$ cat config.mk
export PLATFORM = sky130hd
export DESIGN_NAME = pushbutton_led_arbiter
export DESIGN_NICKNAME = d
export VERILOG_FILES = /design/src/rtl/pushbutton_pkg.sv /design/src/rtl/pushbutton_led_arbiter_button_debouncer.sv /design/src/rtl/pushbutton_led_arbiter.sv
export SDC_FILE = /design/constraint.sdc
export NUM_CORES = 1
export LEC_CHECK = 0
export ABC_AREA = 1
export BUFFER_PORTS_ARGS = -buffer_cell sky130_fd_sc_hd__clkbuf_2
export CORE_ASPECT_RATIO = 1.75
export CORE_MARGIN = 3
export CORE_UTILIZATION = 35
export DETAILED_ROUTE_END_ITERATION = 8
export GPL_TIMING_DRIVEN = 1
export SLEW_MARGIN = 20
export SYNTH_ARGS = -nofsm -noshare
export SYNTH_HDL_FRONTEND = slang
export SYNTH_SLANG_ARGS = --single-unit
$ cat constraint.sdc
create_clock -name Clk -period 4.6 [get_ports Clk]
set_input_delay 0.92 -clock Clk [delete_from_list [all_inputs] [get_ports Clk]]
set_output_delay 0.92 -clock Clk [all_outputs]
set_load 0.01 [all_outputs]
$ cat src/rtl/pushbutton_pkg.sv
// pushbutton_pkg: shared constants, FSM state type and index helpers for
// the push-button / LED arbiter.
//   NUM_BUTTONS     number of buttons and LEDs
//   LED_RESET       display pattern after reset
//   state_t         ROTATE (free-running pattern) / OWNED (button shown)
//   index_to_onehot 3-bit index -> 8-bit one-hot LED pattern
//   first_set_from  first set bit of a vector, scanning up from a start
//                   index and wrapping (priority / round-robin search)
package pushbutton_pkg;

  localparam int         NUM_BUTTONS = 8;
  localparam logic [7:0] LED_RESET   = 8'h01;

  typedef enum logic {
    ROTATE = 1'b0,
    OWNED  = 1'b1
  } state_t;

  function automatic logic [7:0] index_to_onehot(input logic [2:0] idx);
    index_to_onehot = 8'(1) << idx;
  endfunction

  // Start index 0 gives plain lowest-index-wins priority.
  function automatic logic [2:0] first_set_from(input logic [7:0] vec,
                                                input logic [2:0] start);
    logic [2:0] idx;
    logic       found;
    first_set_from = start;
    found          = 1'b0;
    for (int k = 0; k < NUM_BUTTONS; k++) begin
      idx = start + 3'(k);
      if (!found && vec[idx]) begin
        first_set_from = idx;
        found          = 1'b1;
      end
    end
  endfunction

endpackage

$ cat src/rtl/pushbutton_led_arbiter_button_debouncer.sv
// button_debouncer: two-flop synchroniser, tick-sampled debounce and press
// event generation for eight active-low buttons.
//   clk, rst_n   clock, asynchronous active-low reset
//   raw_n[7:0]   raw button pins, 0 = pressed, asynchronous to clk
//   deb_state    debounced button level (0 = pressed)
//   press_pulse  one-cycle pulse per debounced 1->0 transition
// A bit's debounced level only changes when two consecutive samples
// (taken every DEBOUNCE_CYCLES) agree. A button only produces presses once
// it has been seen released since reset, so a button held through reset
// must be released and pressed again before it counts.
module button_debouncer #(
  parameter int unsigned DEBOUNCE_CYCLES = 1_000_000
) (
  input  logic       clk,
  input  logic       rst_n,
  input  logic [7:0] raw_n,
  output logic [7:0] deb_state,
  output logic [7:0] press_pulse
);

  localparam int CW = $clog2(DEBOUNCE_CYCLES);

  logic [CW-1:0] deb_cnt;
  logic          deb_tick;
  logic [7:0]    sync1, sync2;
  logic [7:0]    sample_q;
  logic [7:0]    deb_q, deb_prev_q;
  logic [7:0]    armed_q;
  logic [7:0]    agree;

  assign deb_tick  = (deb_cnt == CW'(DEBOUNCE_CYCLES - 1));
  assign agree     = ~(sync2 ^ sample_q);
  assign deb_state = deb_q;

  always_ff @(posedge clk or negedge rst_n) begin
    if (!rst_n) begin
      sync1       <= '1;
      sync2       <= '1;
      deb_cnt     <= '0;
      sample_q    <= '1;
      deb_q       <= '1;
      deb_prev_q  <= '1;
      armed_q     <= '0;
      press_pulse <= '0;
    end else begin
      sync1   <= raw_n;
      sync2   <= sync1;
      deb_cnt <= deb_tick ? '0 : deb_cnt + 1'b1;
      if (deb_tick) begin
        sample_q <= sync2;
        deb_q    <= (agree & sync2) | (~agree & deb_q);
        // A confirmed release arms the button for later presses.
        armed_q  <= armed_q | (agree & sync2);
      end
      deb_prev_q  <= deb_q;
      press_pulse <= deb_prev_q & ~deb_q & armed_q;
    end
  end

endmodule

$ cat src/rtl/pushbutton_led_arbiter.sv
// pushbutton_led_arbiter: shares an 8-LED one-hot display between a
// rotating pattern and eight debounced active-low push buttons.
//   Clk, Rst_n   clock, asynchronous active-low reset
//   Switch[7:0]  raw button pins, 0 = pressed
//   LED[7:0]     display, always one-hot
//   Owner[2:0]   current or most recent owning button
//   Owner_valid  1 while a button owns the display
//   Press_pulse  one-cycle debounced press events
//   state_dbg    FSM state (0 = ROTATE, 1 = OWNED) for observation
// Build option ROUND_ROBIN_EN: simultaneous presses are granted round-robin
// starting after the last granted index; otherwise lowest index wins.
// No valid/ready handshakes exist here: Press_pulse is a plain event strobe
// that is consumed in the cycle it is high and never back-pressured.
module pushbutton_led_arbiter
  import pushbutton_pkg::*;
#(
  parameter int unsigned DEBOUNCE_CYCLES = 1_000_000,
  parameter int unsigned STEP_CYCLES     = 16_777_216,
  parameter int unsigned HOLD_STEPS      = 8
) (
  input  logic       Clk,
  input  logic       Rst_n,
  input  logic [7:0] Switch,
  output logic [7:0] LED,
  output logic [2:0] Owner,
  output logic       Owner_valid,
  output logic [7:0] Press_pulse,
  output logic       state_dbg
);

  localparam int         SW        = $clog2(STEP_CYCLES);
  localparam logic [7:0] HOLD_LOAD = 8'(HOLD_STEPS);

  logic [7:0]    deb_state;
  logic [SW-1:0] step_cnt;
  logic          step_tick;
  logic          press_any;
  logic [2:0]    winner;

  state_t        state_q, state_d;
  logic [7:0]    led_q, led_d;
  logic [2:0]    owner_q, owner_d;
  logic [7:0]    hold_q, hold_d;

  button_debouncer #(
    .DEBOUNCE_CYCLES(DEBOUNCE_CYCLES)
  ) u_debouncer (
    .clk        (Clk),
    .rst_n      (Rst_n),
    .raw_n      (Switch),
    .deb_state  (deb_state),
    .press_pulse(Press_pulse)
  );

  // Step counter free-runs; button activity never restarts it.
  assign step_tick = (step_cnt == SW'(STEP_CYCLES - 1));
  assign press_any = |Press_pulse;

`ifdef ROUND_ROBIN_EN
  logic [2:0] ptr_q, ptr_d;
  assign winner = first_set_from(Press_pulse, ptr_q + 3'd1);
`else
  assign winner = first_set_from(Press_pulse, 3'd0);
`endif

  always_ff @(posedge Clk or negedge Rst_n) begin
    if (!Rst_n) begin
      step_cnt <= '0;
      state_q  <= ROTATE;
      led_q    <= LED_RESET;
      owner_q  <= 3'd0;
      hold_q   <= 8'd0;
`ifdef ROUND_ROBIN_EN
      ptr_q    <= 3'd7;
`endif
    end else begin
      step_cnt <= step_tick ? '0 : step_cnt + 1'b1;
      state_q  <= state_d;
      led_q    <= led_d;
      owner_q  <= owner_d;
      hold_q   <= hold_d;
`ifdef ROUND_ROBIN_EN
      ptr_q    <= ptr_d;
`endif
    end
  end

  // A press always takes priority over rotation and hold expiry.
  always_comb begin
    state_d = state_q;
    led_d   = led_q;
    owner_d = owner_q;
    hold_d  = hold_q;
`ifdef ROUND_ROBIN_EN
    ptr_d   = ptr_q;
`endif
    if (press_any) begin
      state_d = OWNED;
      owner_d = winner;
      led_d   = index_to_onehot(winner);
      hold_d  = HOLD_LOAD;
`ifdef ROUND_ROBIN_EN
      ptr_d   = winner;
`endif
    end else begin
      case (state_q)
        OWNED: begin
          if (!deb_state[owner_q]) begin
            hold_d = HOLD_LOAD;
          end else if (step_tick) begin
            if (hold_q <= 8'd1) begin
              hold_d  = 8'd0;
              state_d = ROTATE;
            end else begin
              hold_d = hold_q - 8'd1;
            end
          end
        end
        default: begin
          if (step_tick) led_d = {led_q[0], led_q[7:1]};
        end
      endcase
    end
  end

  assign LED         = led_q;
  assign Owner       = owner_q;
  assign Owner_valid = (state_q == OWNED);
  assign state_dbg   = state_q;

endmodule

; Word-level counts from Yosys, hierarchy flattened
; Index checks and enable logic that the tools add are counted.
[classes]
n_addsub = 3
mul = 0
n_div = 0
order_cmp = 2
n_eq_ne = 4
shifts = 1
mux = 31
n_bitwise = 10
n_reduce_logical = 19
[op_table]
columns = operator, count
row1 = $mux W8, 8
row2 = $and A8 B8 Y8, 4
row3 = $add A24 B1 Y24 const B, 1
row4 = $eq A24 B24 Y1 const B, 1
row5 = $mux W24, 1
row6 = $not A8 Y8, 3
row7 = $add A20 B1 Y20 const B, 1
row8 = $eq A20 B20 Y1 const B, 1
row9 = $mux W20, 1
row10 = $or A8 B8 Y8, 2
row11 = $mux W3, 5
row12 = $mux W1, 14
row13 = $le A8 B1 Y1 const B, 1
row14 = $reduce_or A8 Y1, 1
row15 = $shl A1 B3 Y8 const A, 1
row16 = $sub A8 B1 Y8 const B, 1
row17 = $xor A8 B8 Y8, 1
row18 = $logic_and A1 B1 Y1, 7
row19 = $logic_not A1 Y1, 7
row20 = $lt A3 B4 Y1 const B, 1
row21 = $reduce_and A2 Y1, 2
row22 = $reduce_bool A2 Y1, 2
row23 = $bmux W1 S3, 1
row24 = $ne A3 B3 Y1 const B, 1
row25 = other kinds (2), 2
[totals]
regBits = 120
latch_bits = 0
ram_bits = 0
rom_bits = 0
in_bits = 10
out_inout_bits = 21
word_cells = 83
memories = 0

; Logic depth before layout (Yosys ltp)
; Gate-level depths: netlist of run 1.
[logic_depth]
word_depth = 24
ltp_mapped = 11
depth_no_buf = 11

; Cells and area by module
; Synthesis of run 1 repeated with hierarchy kept, for this count alone.
[unflattened]
cells_unflattened = 635
area_unflattened_um2 = 5667.9
[modules_own_cells]
columns = module, n_inst, cells_per_inst, area_per_inst_um2, seq_area_each_um2
row1 = button_debouncer, 1, 331, 3211.8, 1951.9
row2 = pushbutton_led_arbiter, 1, 304, 2456.1, 1102.3

; Least setup slack after synthesis of run 1
; Ideal clock, no wire load.
[synth_timing]
kind = flip-flop to flip-flop
from = register step_cnt[0]
to = register led_q[6], in the netlist LED[6]
setup_ns = 0.123
arrival_time_ns = 1.530
t_required_ns = 4.477
path_slack_ns = 2.947
stages_incl_launch_ff = 11
n_path_buf = 1
synth_period_minus_slack_ns = 1.653
path_cell_list = dfrtp_1 ha_1 nand2_2 nor2_4 nand2_4 nor2_4 nand2_2 o21a_4 buf_12 nand2_2 o21ai_2
[synth_via]
elab_chain_cells = 3
[synth_lines]
columns = item, line_no
row1 = start: declaration, pushbutton_led_arbiter.sv:35  ; logic [SW-1:0] step_cnt;
row2 = start signal: assignment, pushbutton_led_arbiter.sv:77  ; step_cnt <= step_tick ? '0 : step_cnt + 1'b1;
row3 = $eq A24 B24 Y1, pushbutton_led_arbiter.sv:56  ; assign step_tick = (step_cnt == SW'(STEP_CYCLES - 1));
row4 = $reduce_bool A2 Y1 (no line), -
row5 = $reduce_and A2 Y1 (no line), -
row6 = end signal: assignment, pushbutton_led_arbiter.sv:79  ; led_q <= led_d;
row7 = end: declaration, pushbutton_led_arbiter.sv:41  ; logic [7:0] led_q, led_d;
; No other way between the ends.
; A chain may end at the register's enable or synchronous reset.

; Worst setup path after layout of run 1
[layout_timing]
from = register u_debouncer.deb_cnt[0]
to = register u_debouncer.armed_q[3]
[layout_via]
elab_chain_cells = 1
[layout_lines]
columns = item, line_no
row1 = start: declaration, pushbutton_led_arbiter_button_debouncer.sv:23  ; logic [CW-1:0] deb_cnt;
row2 = start signal: assignment, pushbutton_led_arbiter_button_debouncer.sv:48  ; deb_cnt <= deb_tick ? '0 : deb_cnt + 1'b1;
row3 = $eq A20 B20 Y1, pushbutton_led_arbiter_button_debouncer.sv:31  ; assign deb_tick = (deb_cnt == CW'(DEBOUNCE_CYCLES - 1));
row4 = end signal: assignment, pushbutton_led_arbiter_button_debouncer.sv:53  ; armed_q <= armed_q | (agree & sync2);
row5 = end: declaration, pushbutton_led_arbiter_button_debouncer.sv:28  ; logic [7:0] armed_q;
; No other way between the ends.

==> reports/qor.txt, run 1 <==
status = completed
RSZ-0062 raised after global routing = no
final HPWL from detailed placement = 7810 um
vias in the first global route = 4227
Syn Area/Cell = 9.36 sq um
Synth Area in XOR/XNOR = 3.82%
Avg WL per Cell = 12.9 um
Cells after Synth = 587
die extent in x = 101 um
Post-Route WL = 10700 um
Crit path arrival time = 2780 ps
Rel. slew slack = 34.2%
WS Path Type = flip-flop to flip-flop
drt pass-1 iters = 6
Post-synth EDFFs = 0
Critical Path Sink Type = flip-flop
hold path start = u_debouncer.sync1[4]$_DFF_PN1_
Synth Area in Simple Gates = 23.4%
number of clock sinks = 120
layout cells sized above 1 = 21.3%
CP max FO = 34
pwr dens = 370 nW/um^2
cell count after placement = 797
Max clock buf depth = 2
port bufs = 30
Peak VDD IR = 0.182 mV
I/O Pins = 31
post-CTS setup buffers = 0
gr ovfl total = 0
DR iter-0 viols = 180
Sequential Power Share = 45.2%
fin. max-slew vios = 0
mux contribution to synthesized area = 0%
Clk pwr share = 53.5%
Net Sw Frac = 21.8%
die height = 172 um
most common cell after layout, fill and taps aside = nand2_1
Hold Crit Depth = 0
Area Overhead vs Synth = 16.8%
total negative slack = 0 ps
worst r2r src = u_debouncer.deb_cnt[0]$_DFF_PN0_
Yosys cell types = 41
Core Box Area = 15400 sq um
Nets = 652
Post-route DRC = 0
HP Class = flip-flop to flip-flop
Placer Congestion = 0.844
fin cells = 829
root buf cell = clkbuf_16
fin crit period = 2430 ps
Slew @ Worst Pin = 984 ps
GR Util All Layers = 13.7%
most used flip-flop cell after synthesis = dfrtp_1
leakage = 3.17 nW
antenna violations before repair = 0
FF-to-FF path depth = 6
Starting Density = 35.7%
commonest non-fill, non-tap cells in the layout = 101 x nand2_1, 79 x dfrtp_1, 78 x inv_1, 77 x nor2_1, 41 x dfstp_2
period utilization = 52.8%
critical path data required time = 4950 ps
Hold Buf Count CTS = 0
Min-Delay Endpoint = u_debouncer.sync2[4]$_DFF_PN1_
Achievable Freq = 412 MHz
H-tree depth = 4
Async SR Flop Fraction = 100%
Clk Latency, worst-skew pair = 410 ps
largest family of logic cells by synthesized area = simple AND/OR/NAND/NOR gates
P_int = 1.86 mW
combinational group share of total power = 1.3%
antenna cells = 0
CTS tree = built
Synth Area in Compound Gates = 8.06%
vias = 3966
max_cap viols = 0
die area = 17300 sq um
floorplan row count = 60
CP Launch Type = flip-flop
reg-to-reg slack, setup = 2170 ps
Setup-failing EPs final = 0
post-route cell area = 6420 sq um
clk slew on worst S/H paths = 60 ps
adder-cell share of the synthesized area = 2.73%
placed inst area = 5840 sq um
sequential-to-total area share from yosys stat = 55.6%
Synth Net Count = 609
post-cts resize count = 0
TritonCTS buffer count = 17
Sw Pwr = 0.516 mW
Reg2Reg Capture Point = u_debouncer.armed_q[3]$_DFFE_PN0N_
largest net degree at the start of global routing = 85
first-pass GRT wire length = 18800 um
clock skew = 7.10 ps
Fin. Hold Viols = 0
#FFs+latches synth = 120
Synth Warn # = 0
cell area after synthesis = 5500 sq um
DR vias/cell = 4.78
DRT antenna net count = 0
-- worst max-delay path by stage --
| stage | startpoint | to | cells past startpoint |
|---|---|---|---|
| after floorplan | step_cnt[0]$_DFF_PN0_ | LED[6]$_DFFE_PN0P_ | 10 |
| after global placement | u_debouncer.deb_cnt[0]$_DFF_PN0_ | u_debouncer.armed_q[5]$_DFFE_PN0N_ | 6 |
| after detailed placement | u_debouncer.deb_cnt[0]$_DFF_PN0_ | u_debouncer.armed_q[6]$_DFFE_PN0N_ | 6 |
| after CTS | u_debouncer.deb_cnt[0]$_DFF_PN0_ | u_debouncer.armed_q[6]$_DFFE_PN0N_ | 6 |
| after global routing | u_debouncer.deb_cnt[7]$_DFF_PN0_ | u_debouncer.deb_cnt[19]$_DFF_PN0_ | 6 |
| final | u_debouncer.deb_cnt[0]$_DFF_PN0_ | u_debouncer.armed_q[3]$_DFFE_PN0N_ | 6 |
-- registers in the layout, indices dropped and copies added, names as in the netlist, named ones only --
register                 flops
u_debouncer.sync2            8
u_debouncer.deb_prev_q       8
Owner_valid                  1
Owner                        3
u_debouncer.press_pulse      8
hold_q                       8
u_debouncer.sample_q         8
u_debouncer.deb_cnt         20
u_debouncer.armed_q          8
LED                          8
u_debouncer.sync1            8
step_cnt                    24
-- layout make-up --
type	count	area [sq um]
clock buffer	20	458
clock inverter	12	114
fill	1467	8970
inverter	80	300
multi-input combinational	379	2090
sequential	120	3050
tap	186	233
timing repair buffer	32	171
-- routing by layer --
layer,GRT usage [%],part of all wire (%)
met4,7.80,3.6
met2,24.4,55
met3,3.41,2.9
met1,14.4,39
met5,0,0
-- metrics by stage --
| stage | worst slack [ps] | hold WS, ps | util (%) | total power [mW] |
|---|---|---|---|---|
| 2_1_floorplan | 2950 | 345 | - | 1.09 |
| 3_3_place_gp | 2190 | 345 | 38.0 | 1.12 |
| 3_5_place_dp | 2130 | 347 | 38.0 | 1.12 |
| 4_1_cts | 2130 | 356 | 41.7 | 2.41 |
| 5_1_grt | 1760 | 358 | 41.7 | 2.46 |
| 6_report | 2170 | 355 | 41.7 | 2.37 |
-- cell families (layout without fill, tap and decap cells) --
logic type | after synthesis | count (layout)
and+or+nand+nor | 275 | 275
DFF | 120 | 120
buffers and inverters | 88 | 144
AOI/OAI and AO/OA | 68 | 68
xor gates and xnor gates | 24 | 24
adders and majority gates | 12 | 12
-- power by group through the flow --
stage	Sequential [mW]	Combinational, mW	Clock [mW]
3_3_place_gp	1.09	0.0303	0
4_1_cts	1.07	0.0317	1.30
2_1_floorplan	1.09	0.00408	0
6_report	1.07	0.0297	1.27
3_5_place_dp	1.09	0.0315	0
5_1_grt	1.07	0.0369	1.35
-- worst max-delay path, stage by stage, from the launching register on --
cell     delay, ps
dfrtp_1        370
ha_1           190
nand2_1         80
nor3_1         180
nand3_1        690
inv_1          680
a21o_1         180
-- synth_stat cells, types with 2 or more instances --
| cell | count | area (sq um) |
|---|---|---|
| nor3_2 | 2 | 20.0 |
| dfrtp_1 | 79 | 1980 |
| o31ai_1 | 8 | 60.1 |
| buf_2 | 3 | 15.0 |
| nor3_1 | 14 | 70.1 |
| a21o_1 | 8 | 60.1 |
| o21ai_2 | 8 | 70.1 |
| xor2_1 | 16 | 140 |
| nand4_1 | 15 | 93.8 |
| inv_1 | 78 | 293 |
| nand3_1 | 39 | 195 |
| dfstp_2 | 41 | 1080 |
| nand2_1 | 101 | 379 |
| ha_1 | 12 | 150 |
| nor2_4 | 6 | 67.6 |
| nand2_2 | 9 | 56.3 |
| a21boi_0 | 2 | 15.0 |
| xnor2_1 | 8 | 70.1 |
| nor2_1 | 77 | 289 |
| a21oi_1 | 10 | 50.1 |
| a31oi_1 | 3 | 18.8 |
| nor2_2 | 2 | 12.5 |
| nor4_1 | 3 | 18.8 |
| o21ai_0 | 24 | 120 |
| clkbuf_1 | 3 | 11.3 |
No activity file was read; power rests on OpenSTA's default activity.
==> run 2: changes to the inputs <==
--- a/config.mk
+++ b/config.mk
@@ -5,7 +5,7 @@
 export SDC_FILE = /design/constraint.sdc
 export NUM_CORES = 1
 export LEC_CHECK = 0
-export ABC_AREA = 1
+export ABC_AREA = 0
 export BUFFER_PORTS_ARGS = -buffer_cell sky130_fd_sc_hd__clkbuf_2
 export CORE_ASPECT_RATIO = 1.75
 export CORE_MARGIN = 3
==> constraint.sdc (replaced) <==
create_clock -name Clk -period 2.3 [get_ports Clk]
set_input_delay 0.46 -clock Clk [delete_from_list [all_inputs] [get_ports Clk]]
set_output_delay 0.46 -clock Clk [all_outputs]
set_load 0.01 [all_outputs]
==> reports/qor.txt, run 2 <==
post-CTS setup buffers = 0 (unchanged)
minimum hold slack = 115 ps (-240 ps)
leakage = 2.96 nW (-6.8%)
status = completed
DR iter-0 viols = 116 (-36%)
CP delay by family, top = simple AND/OR/NAND/NOR gates
die height = 166 um (-3.4%)
max_cap viols = 0 (unchanged)
clk slew on worst S/H paths = 50 ps (about the same)
gr ovfl total = 0 (unchanged)
antenna violations before repair = 0 (unchanged)
Yosys cell types = 57 (+39%)
WP depth = 5 (-1)
port bufs = 30 (unchanged)
TritonCTS buffer count = 17 (unchanged)
CTS tree = built
post-route cell area = 6190 sq um (-3.6%)
Core Box Area = 14100 sq um (-8.2%)
WS Path Type = flip-flop to flip-flop
period utilization = 92.6% (+40 points)
antenna cells = 0 (unchanged)
most common cell after layout, fill and taps aside = dfrtp_1
Post-route DRC = 0 (unchanged)
Fin. Hold Viols = 0 (unchanged)
die area = 16200 sq um (-6.6%)
Async SR Flop Fraction = 100% (unchanged)
largest stage delay on the critical path = 570 ps (-120 ps)
Achievable Freq = 469 MHz (+14%)
post-cts resize count = 0 (unchanged)
Crit path arrival time = 2420 ps (-360 ps)
final HPWL from detailed placement = 6800 um (-13%)
RSZ-0062 raised after global routing = no
Placer Congestion = 0.814 (-3.6%)
Setup-failing EPs final = 0 (unchanged)
top cells by area, synth = dfrtp_1 39%, dfstp_2 21%, nand2_1 3.6%, xnor2_1 3.3%, nor2_1 3.1%
FF-to-FF path depth = 5 (-1)
CP Launch Type = flip-flop
Reg2Reg Capture Point = hold_q[2]$_DFFE_PN0P_
pwr dens = 764 nW/um^2 (+110%)
critical path data required time = 2590 ps (-2360 ps)
area leader, netlist = dfrtp_1
Nets = 518 (-21%)
cell count after placement = 654 (-18%)
Max clock buf depth = 2 (unchanged)
drt pass-1 iters = 5 (-1)
commonest non-fill, non-tap cells in the layout = 79 x dfrtp_1, 49 x nand2_1, 42 x nor2_1, 41 x dfstp_2, 29 x clkbuf_2
Starting Density = 36.2% (+0.52 points)
sequential-to-total area share from yosys stat = 59.7% (+4.1 points)
Rel. slew slack = 57.5% (+23 points)
largest net degree at the start of global routing = 121 (+42%)
Critical Path Sink Type = flip-flop
cell area after synthesis = 5120 sq um (-6.9%)
cell with the largest stage delay on the worst path = or4_4
first-pass GRT wire length = 17100 um (-8.9%)
I/O Pins = 31 (unchanged)
Clk Latency, worst-skew pair = 400 ps (about the same)
layout cells sized above 1 = 29.3% (+8.0 points)
reg-to-reg slack, setup = 170 ps (-2000 ps)
Post-Route WL = 9740 um (-9.0%)
Buf/Inv on CP = 0 (-1)
floorplan row count = 57 (-5.0%)
most used flip-flop cell after synthesis = dfrtp_1
Syn Area/Cell = 11.8 sq um (+26%)
#FFs+latches synth = 120 (unchanged)
Post-synth EDFFs = 0 (unchanged)
die extent in x = 97.4 um (-3.3%)
worst path cell trace = or4_4 -> or2_4 -> o211ai_2 -> nor2_2 -> a221o_1
Hold Buf Count CTS = 0 (unchanged)
Slew @ Worst Pin = 637 ps (-347 ps)
fin crit period = 2130 ps (-298 ps)
fin cells = 686 (-17%)
Synth Warn # = 0 (unchanged)
Avg WL per Cell = 14.2 um (+9.9%)
Top reg by flops = step_cnt
root buf cell = clkbuf_16
number of clock sinks = 120 (unchanged)
DR vias/cell = 4.93 (+3.1%)
Synth Net Count = 457 (-25%)
most common cell in the netlist = dfrtp_1
Cells after Synth = 435 (-26%)
CP max FO = 7 (-79%)
Area Overhead vs Synth = 20.9%
total negative slack = 0 ps (unchanged)
HP Class = input pin to asynchronous set/reset pin
max reg flops = 24 (unchanged)
fin. max-slew vios = 0 (unchanged)
DRT antenna net count = 0 (unchanged)
Commonest cells post-synth = 79 x dfrtp_1, 49 x nand2_1, 42 x nor2_1, 41 x dfstp_2, 24 x nand3_1
clock skew = 6.51 ps (-0.589 ps)
Worst Setup SP = u_debouncer.press_pulse[1]$_DFF_PN0_
worst r2r src = u_debouncer.press_pulse[1]$_DFF_PN0_
area share of the largest cell type after synthesis = 38.6% (+2.7 points)
GR Util All Layers = 12.9% (-0.76 points)
vias = 3382 (-15%)
leading registers by flop count = step_cnt (24), u_debouncer.deb_cnt (20)
Peak VDD IR = 0.438 mV (+140%)
placed inst area = 5620 sq um (-3.9%)
H-tree depth = 4 (unchanged)
vias in the first global route = 3578 (-15%)
run 2: changes by cell type after synthesis, moves of 7 or more:
cell     change
nand2_2      -9
and3b_1      +7
o21ai_2      -8
inv_1       -65
mux2_2      +11
and3_1       +7
nand3_1     -15
nand2_1     -52
o21ai_0      -9
nor2_1      -35
xnor2_1     +11
run 2: layer usage:
metal	wire [um]	share of wire (%)	GRT usage, %
met1	4160	43	15.1
met2	5100	52	22.1
met3	300	3.1	3.61
met4	179	1.8	5.55
met5	0	0	0
run 2: logic make-up after synthesis:
family	Yosys count	share of synthesized area, %
mux	19	4.48
buf+inv	21	1.76
fa+ha+maj	12	2.93
compound gates	50	7.04
simple gates	182	18.8
flops	120	59.7
xor+xnor	31	5.31
run 2: power by group:
group	internal, mW	switching, mW	total (mW)	leakage (nW)
combinational	0.0115	0.0428	0.0543	1.17
clock	1.64	0.889	2.53	0.286
sequential	2.14	0.00729	2.15	1.50
run 2: area by class of cell:
class                           count  area (sq um)
Tap cell                          177           221
Clock inverter                      7          62.6
Fill cell                        1310          7930
Sequential cell                   120          3050
Inverter                           13          48.8
Multi-Input combinational cell    294          1980
Clock buffer                       25           508
Timing Repair Buffer               50           315
run 2: stage by stage:
stage                     utilization [%]  setup slack, ps  power [mW]
after CTS                            43.8              160        4.78
after global placement               39.8              185        2.24
after global routing                 43.8             77.6        4.90
final                                43.8              170        4.73
after detailed placement             39.8              143        2.24
after floorplan                         -              179        2.18
run 2: worst max path at each step:
stage,to,slack (ps)
6_report,hold_q[2]$_DFFE_PN0P_,170
5_1_grt,hold_q[7]$_DFFE_PN0P_,80
4_1_cts,hold_q[7]$_DFFE_PN0P_,160
3_5_place_dp,hold_q[7]$_DFFE_PN0P_,140
3_3_place_gp,hold_q[2]$_DFFE_PN0P_,190
2_1_floorplan,hold_q[6]$_DFFE_PN0P_,180
